### config.mk
export PLATFORM = sky130hd
export DESIGN_NAME = wb_merge
export DESIGN_NICKNAME = d
export VERILOG_FILES = /design/src/rtl/wb_merge_pkg.sv /design/src/rtl/wb_merge_fifo.sv /design/src/rtl/wb_merge.sv
export SDC_FILE = /design/constraint.sdc
export NUM_CORES = 1
export LEC_CHECK = 0
export ABC_AREA = 1
export BUFFER_PORTS_ARGS = -buffer_cell sky130_fd_sc_hd__buf_4
export CAP_MARGIN = 20
export CORE_UTILIZATION = 55
export CTS_CLUSTER_DIAMETER = 150
export CTS_CLUSTER_SIZE = 30
export DETAILED_ROUTE_END_ITERATION = 7
export PLACE_DENSITY = 0.8
export SYNTH_ARGS = -nofsm -noshare
export SYNTH_HDL_FRONTEND = slang
export SYNTH_SLANG_ARGS = --single-unit
### constraint.sdc
create_clock -name aclk -period 3.1 [get_ports aclk]
set_clock_uncertainty 0.15 [all_clocks]
set_input_delay 0.465 -clock aclk [delete_from_list [all_inputs] [get_ports aclk]]
set_output_delay 0.465 -clock aclk [all_outputs]
set_load 0.01 [all_outputs]
### src/rtl/wb_merge_pkg.sv
// Shared types for the register-file writeback merge stage.
`default_nettype none

package wb_merge_pkg;

    localparam int RF_NUM_DEF         = 32;
    localparam int DIV_FIFO_DEPTH_DEF = 2;

    typedef logic [4:0]  gr_t;
    typedef logic [31:0] dtype_t;

    typedef struct packed {
        logic   en;
        gr_t    rd;
        dtype_t data;
    } wb_req_t;

endpackage

`default_nettype wire

### src/rtl/wb_merge_fifo.sv
// Generic synchronous FIFO of writeback requests with an asynchronous active-low reset.
`default_nettype none

module wb_fifo
    import wb_merge_pkg::*;
#(
    parameter int DEPTH = 2
) (
    input  logic                     clk,
    input  logic                     rst_n,
    input  logic                     push,
    input  wb_req_t                  push_data,
    input  logic                     pop,
    output wb_req_t                  pop_data,
    output logic                     full,
    output logic                     empty,
    output logic [$clog2(DEPTH):0]   count
);

    localparam int PW = $clog2(DEPTH);
    localparam int CW = PW + 1;

    wb_req_t         mem [DEPTH];
    logic [PW-1:0]   wr_ptr;
    logic [PW-1:0]   rd_ptr;
    logic            do_push;
    logic            do_pop;

    always_comb begin
        full     = (count == CW'(DEPTH));
        empty    = (count == '0);
        do_push  = push & ~full;
        do_pop   = pop & ~empty;
        pop_data = mem[rd_ptr];
    end

    // Power-of-two depth lets the pointers wrap by plain overflow.
    always_ff @(posedge clk or negedge rst_n) begin
        if (!rst_n) begin
            wr_ptr <= '0;
            rd_ptr <= '0;
            count  <= '0;
        end else begin
            if (do_push) wr_ptr <= wr_ptr + PW'(1);
            if (do_pop)  rd_ptr <= rd_ptr + PW'(1);
            case ({do_push, do_pop})
                2'b10:   count <= count + CW'(1);
                2'b01:   count <= count - CW'(1);
                default: count <= count;
            endcase
        end
    end

    always_ff @(posedge clk) begin
        if (do_push) mem[wr_ptr] <= push_data;
    end

endmodule

`default_nettype wire

### src/rtl/wb_merge.sv
// Merges in-order pipeline writeback with out-of-order divider results onto
// the single regfile write port; tracks outstanding divider destinations.
`default_nettype none

module wb_merge
    import wb_merge_pkg::*;
#(
    parameter int DIV_FIFO_DEPTH = DIV_FIFO_DEPTH_DEF,
    parameter int RF_NUM         = RF_NUM_DEF
) (
    input  logic              aclk,
    input  logic              aresetn,
    input  logic              pipe_valid,
    input  logic              pipe_we,
    input  logic [4:0]        pipe_rd,
    input  logic [31:0]       pipe_data,
    input  logic              div_issue,
    input  logic [4:0]        div_issue_rd,
    input  logic              div_valid,
    output logic              div_ready,
    input  logic [4:0]        div_rd,
    input  logic [31:0]       div_data,
    output logic [4:0]        wb_rd,
    output logic              wb_en,
    output logic [31:0]       wb_data,
    output logic [RF_NUM-1:0] busy_mask
);

    localparam int CW = $clog2(DIV_FIFO_DEPTH) + 1;

    logic              pipe_claim;
    logic              div_fire;
    logic              div_nonzero;
    logic              do_pop;
    logic              do_bypass;
    logic              fifo_push;
    logic              fifo_full;
    logic              fifo_empty;
    logic [CW-1:0]     fifo_count;
    wb_req_t           fifo_head;
    wb_req_t           div_req;
    logic [RF_NUM-1:0] busy_set;
    logic [RF_NUM-1:0] busy_clr;

    wb_fifo #(
        .DEPTH     (DIV_FIFO_DEPTH)
    ) u_fifo (
        .clk       (aclk),
        .rst_n     (aresetn),
        .push      (fifo_push),
        .push_data (div_req),
        .pop       (do_pop),
        .pop_data  (fifo_head),
        .full      (fifo_full),
        .empty     (fifo_empty),
        .count     (fifo_count)
    );

    // Ready deliberately ignores a same-cycle pop to keep it off the pop path.
    assign div_ready = (fifo_count < CW'(DIV_FIFO_DEPTH));

    always_comb begin
        pipe_claim   = pipe_valid & pipe_we & (pipe_rd != '0);
        div_fire     = div_valid & div_ready;
        div_nonzero  = (div_rd != '0);
        do_pop       = ~pipe_claim & ~fifo_empty;
        do_bypass    = ~pipe_claim & fifo_empty & div_fire & div_nonzero;
        fifo_push    = div_fire & div_nonzero & ~do_bypass & ~fifo_full;
        div_req.en   = 1'b1;
        div_req.rd   = div_rd;
        div_req.data = div_data;

        busy_set = '0;
        busy_clr = '0;
        if (div_issue && (div_issue_rd != '0)) busy_set[div_issue_rd] = 1'b1;
        if (do_pop && fifo_head.en)            busy_clr[fifo_head.rd] = 1'b1;
        else if (do_bypass)                    busy_clr[div_rd]       = 1'b1;
    end

    always_ff @(posedge aclk or negedge aresetn) begin
        if (!aresetn) begin
            wb_en     <= 1'b0;
            wb_rd     <= '0;
            wb_data   <= '0;
            busy_mask <= '0;
        end else begin
            if (pipe_claim) begin
                wb_en   <= 1'b1;
                wb_rd   <= pipe_rd;
                wb_data <= pipe_data;
            end else if (do_pop) begin
                wb_en   <= fifo_head.en;
                wb_rd   <= fifo_head.rd;
                wb_data <= fifo_head.data;
            end else if (do_bypass) begin
                wb_en   <= 1'b1;
                wb_rd   <= div_rd;
                wb_data <= div_data;
            end else begin
                wb_en   <= 1'b0;
            end
            // A fresh issue to the same register outranks the retiring write.
            busy_mask <= (busy_mask & ~busy_clr) | busy_set;
        end
    end

endmodule

`default_nettype wire
# Word-level counts from Yosys, hierarchy flattened
# Memories as Yosys holds them, arrays and structs flattened.
# Cells that the tools add are included.
# Widths: inputs -> output; s select.
# totals
register_bits	74
ramBits	74
in_bits	85
out_inout_bits	71
word_cells	73
memories	1
# memory_table
memory	depth	word_bits	rd	rd_ports_with_merged_regs	write_ports	line	rtl
u_fifo.mem	2	37	1	0	1	wb_merge_fifo.sv:23	wb_req_t mem [DEPTH];
# op_classes
add_sub_neg	4
magnitude_cmp	7
eq_ne	3
mux	21
bitwise	19
reduce_logical	11
# op_table
operator	n
$mux 32	6
$and 32x32->32	1
$not 32->32	1
$or 32x32->32	1
$lt 5x6->1 const B	3
$demux 1 s5	3
$ge 5x1->1 const B	3
$mux 5	3
$reduce_bool 5->1	3
$and 1x1->1	12
$mux 1	8
$eq 2x2->1 const B	2
$logic_and 1x1->1	4
$not 1->1	4
$pmux 2 s2	1
$reduce_bool 3->1	1
$add 1x1->1 const B	2
$add 2x1->2 const B	1
$eq 2x1->1 const B	1
$logic_not 2->1	1
$lt 2x2->1 const B	1
$reduce_bool 2->1	1
$sub 2x1->2 const B	1
$logic_and 1x1->1 const B	1

# Longest topological paths before layout
# logic_depth
word_depth	12
ltp_mapped	10
mapped_depth_nobuf	9

# Cells and area by module
# Synthesis repeated with hierarchy kept, for this count alone.
# hier_totals
hier_cells	975
hier_area_um2	7787.5
# modules_own_cells
module	n_inst	cells_per_inst	area_each_um2	seq_area_each_um2
wb_merge	1	744	4799.6	1751.7
wb_fifo	1	231	2987.9	2382.3

# Worst setup path after synthesis
# No wires, ideal clock.
# synth_path
path_kind	input port to flip-flop
from	in pipe_valid
to	mem u_fifo.mem[0][0] (netlist bit), enable pin
setup_time_ns	0.431
arrival_time_ns	2.590
required_time_ns	2.519
path_slack_ns	-0.072
path_stages	7
path_cell_list	nand2_1 inv_2 nand2_4 buf_6 nand2_1 nand3_2 nor2_1
# synth_via
elab_chain_len	12
# synth_lines
element	line	rtl
start, declared	wb_merge.sv:13	input logic pipe_valid,
$and 1x1->1 (2 in series)	wb_merge.sv:63	pipe_claim = pipe_valid & pipe_we & (pipe_rd != '0);
$not 1->1	wb_merge.sv:67	do_bypass = ~pipe_claim & fifo_empty & div_fire & div_nonzero;
$and 1x1->1 (3 in series)	wb_merge.sv:67	
$not 1->1	wb_merge.sv:68	fifo_push = div_fire & div_nonzero & ~do_bypass & ~fifo_full;
$and 1x1->1 (2 in series)	wb_merge.sv:68	
$and 1x1->1	wb_merge_fifo.sv:32	do_push = push & ~full;
$mux 1	wb_merge_fifo.sv:55	if (do_push) mem[wr_ptr] <= push_data;
$mux 1 (implied by the code)	wb_merge_fifo.sv:55	
end, declared	wb_merge_fifo.sv:23	
# No other way between the ends.

# Worst setup path in the final report
# layout_path
from	reg u_fifo.count[0]
to	reg wb_rd[4]
# layout_via
elab_chain_len	5
# layout_lines
element	line	rtl
start, declared	wb_merge_fifo.sv:17	output logic [$clog2(DEPTH):0] count
start signal, assigned	wb_merge_fifo.sv:47	2'b10: count <= count + CW'(1);
start signal, assigned	wb_merge_fifo.sv:48	2'b01: count <= count - CW'(1);
start signal, assigned	wb_merge_fifo.sv:49	default: count <= count;
$lt 2x2->1 / $logic_not 2->1 (equally long branches)	wb_merge.sv:60, wb_merge_fifo.sv:31	
$and 1x1->1 (tied with other cells)	wb_merge.sv:64	div_fire = div_valid & div_ready;
$and 1x1->1, on equally long branches	wb_merge.sv:67, wb_merge.sv:66	
$and 1x1->1 / $mux 5 (equally long branches)	wb_merge.sv:67, wb_merge.sv:91	
$reduce_bool 3->1 (no source line) / $mux 5 (equally long branches)	--	
end signal, assigned	wb_merge.sv:89	wb_rd <= pipe_rd;
end signal, assigned	wb_merge.sv:93	wb_rd <= fifo_head.rd;
end signal, assigned	wb_merge.sv:97	wb_rd <= div_rd;
end, declared	wb_merge.sv:23	output logic [4:0] wb_rd,
# Several ways; a longest one is shown, not always the timed one.
# A chain may end at the register's enable or synchronous reset.

==> run metrics <==
Chip Width=about 120 µm; largest net degree at the start of global routing=94; fin util=0.699; I/O pin count=roughly 160; Synth Instances=885; syn nets=~970; synth unique cells=32; Post-Route WL=about 19000 µm; most frequent CP cell=nand2_1; unrepaired setup endpoints after global routing=no; fillers=between 1000 and 1500; CTS root buf=clkbuf_16; register area share after synthesis=0.540; cts repair resizes=0; critical path class=reg2reg; detailed placement HPWL=12500 µm; worst-path maximum fanout=44; Setup TNS Final=0 ns; TritonCTS Buffers=17; PortBufs=155; Startpoint Class=flip-flop; first-pass GRT wire length=between 30000 and 40000 µm; chip height=119 µm; later-pin clock latency in the skew report=0.43 ns; period utilization=0.687; status=completed; vias in the first global route=6193; Slew Limit Fails=0; initial core utilization=0.567; maxcap violations=0; via count=6650; layout cells sized above 1=0.241; Power Dens Cells=~910 nW/µm²; Buf/Inv on CP=1; leakage dissipation=roughly 4.3 nW; TritonCTS Sinks=roughly 150; htree depth=4; Least-Margin Pin Slew=a little over 0.7 ns; total power=between 0.008 and 0.009 W; Initial DRC Count=about 700; Worst slew margin=0.525; Hold Vio Cnt, Final=0; Setup violations, final=0; WL/cell=~16 µm; post-route ant nets=0; vias per inst=5.49; CP Capture Type=flip-flop; core area=13300 µm²; CP delay by family, top=simple AND/OR/NAND/NOR gates; top cell type's share of synthesized area=0.295; final worst path period need=between 2 and 2.5 ns; Data required, critical path=~3.3 ns; area delta synth->final=23.2%; placed cell areas=8700 µm²; Syn Std Cell Area=7540 µm²; top cells by area, synth=edfxtp_1 (29%), dfrtp_1 (25%), nand2_1 (16%); CP peak stage delay=0.47 ns; NumNets Final=between 1000 and 1500; crit-path cells=nor2_8 > nand3_4 > clkinv_4 > nand2_1 > nand2_1; Worst VDD drop=around 670 µV; top cell type by total area after synthesis=edfxtp_1; design area=9300 µm²; GP Congestion=~0.87; YS warnings=0; footprint of the multi-input gates=about 3000 µm²; CTS tree=built; pre-CTS setup slack=around 0.63 ns; initial antenna violation count=0; CP max stage cell=dfrtp_1; post-synthesis register bit count=~150; drt first pass iters=5; Critical Path AT=around 2.3 ns; f_max=470 MHz; overall routing resource usage=0.283; Clock transition at path regs=0.06 ns; Clock Path Buffers=2; grt ovf=0; Rows=42; Residual DRC=0; Register Area=about 4100 µm²; Avg Cell Area, Syn=between 8 and 9 µm²; Hold Path Class=in2reg; die area=between 10000 and 15000 µm²; Worst Slack Setup Final=just under 1 ns; diode count=0
==> layout by cell type, fill, tap and decap left out, drive strengths merged <==
cell	count
xor2	3
dlygate4sd3	1
nand2	330
a21oi	2
clkbuf	21
o21ai	36
inv	39
bufinv	2
xnor2	1
or2	16
a21boi	1
nor2	77
buf	165
nand3	149
edfxtp	74
clkinvlp	2
clkinv	8
dfrtp	74
ha	1
nor3	1
nand4	32
==> power breakdown <==
part | total, W | internal, W | switching, W
sequential | 0.00312 | 0.00275 | 0.000366
clock | 0.00199 | 0.00121 | 0.000774
combinational | 0.00338 | 0.00131 | 0.00207
==> worst register-to-register path, delay by kind of cell (launching register included) <==
family / cells / cell delay (ns)
buffers and inverters: 1 / 0.45
DFF: 1 / 0.47
and+or+nand+nor: 4 / 0.99
==> metal layers <==
| metal | up-vias | part of all wire | global-route usage |
|---|---|---|---|
| met2 | 340 | 0.47 | 0.449 |
| met1 | 3068 | 0.42 | 0.381 |
| met4 | 0 | 0.022 | 0.116 |
| met5 | - | 0 | 0 |
| met3 | 40 | 0.091 | 0.0575 |
| li1 | 3202 | - | - |
==> kinds of logic (layout without fill, tap and decap cells) <==
group / count (synthesis) / count (layout) / synth area share
compound gates: 39 / 39 / 0.0317
xor+xnor: 4 / 4 / 0.00464
fa+ha+maj: 1 / 1 / 0.00166
buf+inv: 88 / 238 / 0.0645
flops: 148 / 148 / 0.540
simple gates: 605 / 605 / 0.358
==> cell usage after synthesis <==
cell,n
nand3_2,11
buf_2,27
nand3_4,1
nor3_1,1
inv_4,2
xnor2_1,1
buf_4,8
a21boi_0,1
nand3_1,137
o21ai_1,15
buf_1,2
o21ai_0,13
or2_2,13
nor2_8,1
nand2_2,10
a21oi_1,1
nor2_2,1
clkinv_4,1
xor2_1,3
a21oi_4,1
buf_6,11
nand2_4,1
nand2_1,319
dfrtp_1,74
or2_1,3
inv_1,34
nand4_1,32
nor2_1,75
edfxtp_1,74
ha_1,1
o21ai_2,8
inv_2,3
==> state kept, by name, indices dropped and copies added, names as in the netlist <==
signal         cells
u_fifo.mem        74
wb_en              1
u_fifo.count       2
busy_mask         32
wb_data           32
wb_rd              5
u_fifo.wr_ptr      1
u_fifo.rd_ptr      1
==> path summary, 6_finish.rpt <==
kind,startpoint,to,slack (ns),cells past startpoint
max in group asynchronous,aresetn,wb_data[21],1.81,3
worst min-delay path,div_data[7],u_fifo.mem[1][7],0.08,1
worst max-delay path,u_fifo.count[0],wb_rd[4],0.97,5
worst max register to register,u_fifo.count[0],wb_rd[4],0.97,5
worst min register to register,wb_data[4],wb_data[4],0.33,2
min in group asynchronous,aresetn,wb_data[1],0.40,2
==> area by class of cell <==
| cell class | count | area share |
|---|---|---|
| Tap cell | 176 | 0.0237 |
| Clock inverter | 11 | 0.0117 |
| Sequential cell | 148 | 0.438 |
| Multi-Input combinational cell | 649 | 0.323 |
| Timing Repair Buffer | 166 | 0.137 |
| Inverter | 40 | 0.0172 |
| Clock buffer | 21 | 0.0495 |
==> through the flow <==
stage | std cells | hold WS (ns)
final | 1211 | 0.0814
after global routing | 1211 | 0.0704
after global placement | 1177 | 0.314
after CTS | 1209 | 0.0727
after detailed placement | 1177 | 0.317
after floorplan | 885 | 0.0194
==> what timing repair did <==
action | 4_1_cts | 5_1_grt
setup endpoints to repair | 0 | 0
hold endpoints to repair | 0 | 32
hold buffers | 0 | 1
setup buffers | 0 | 0
Note: power is estimated with default switching activity, not from simulation.
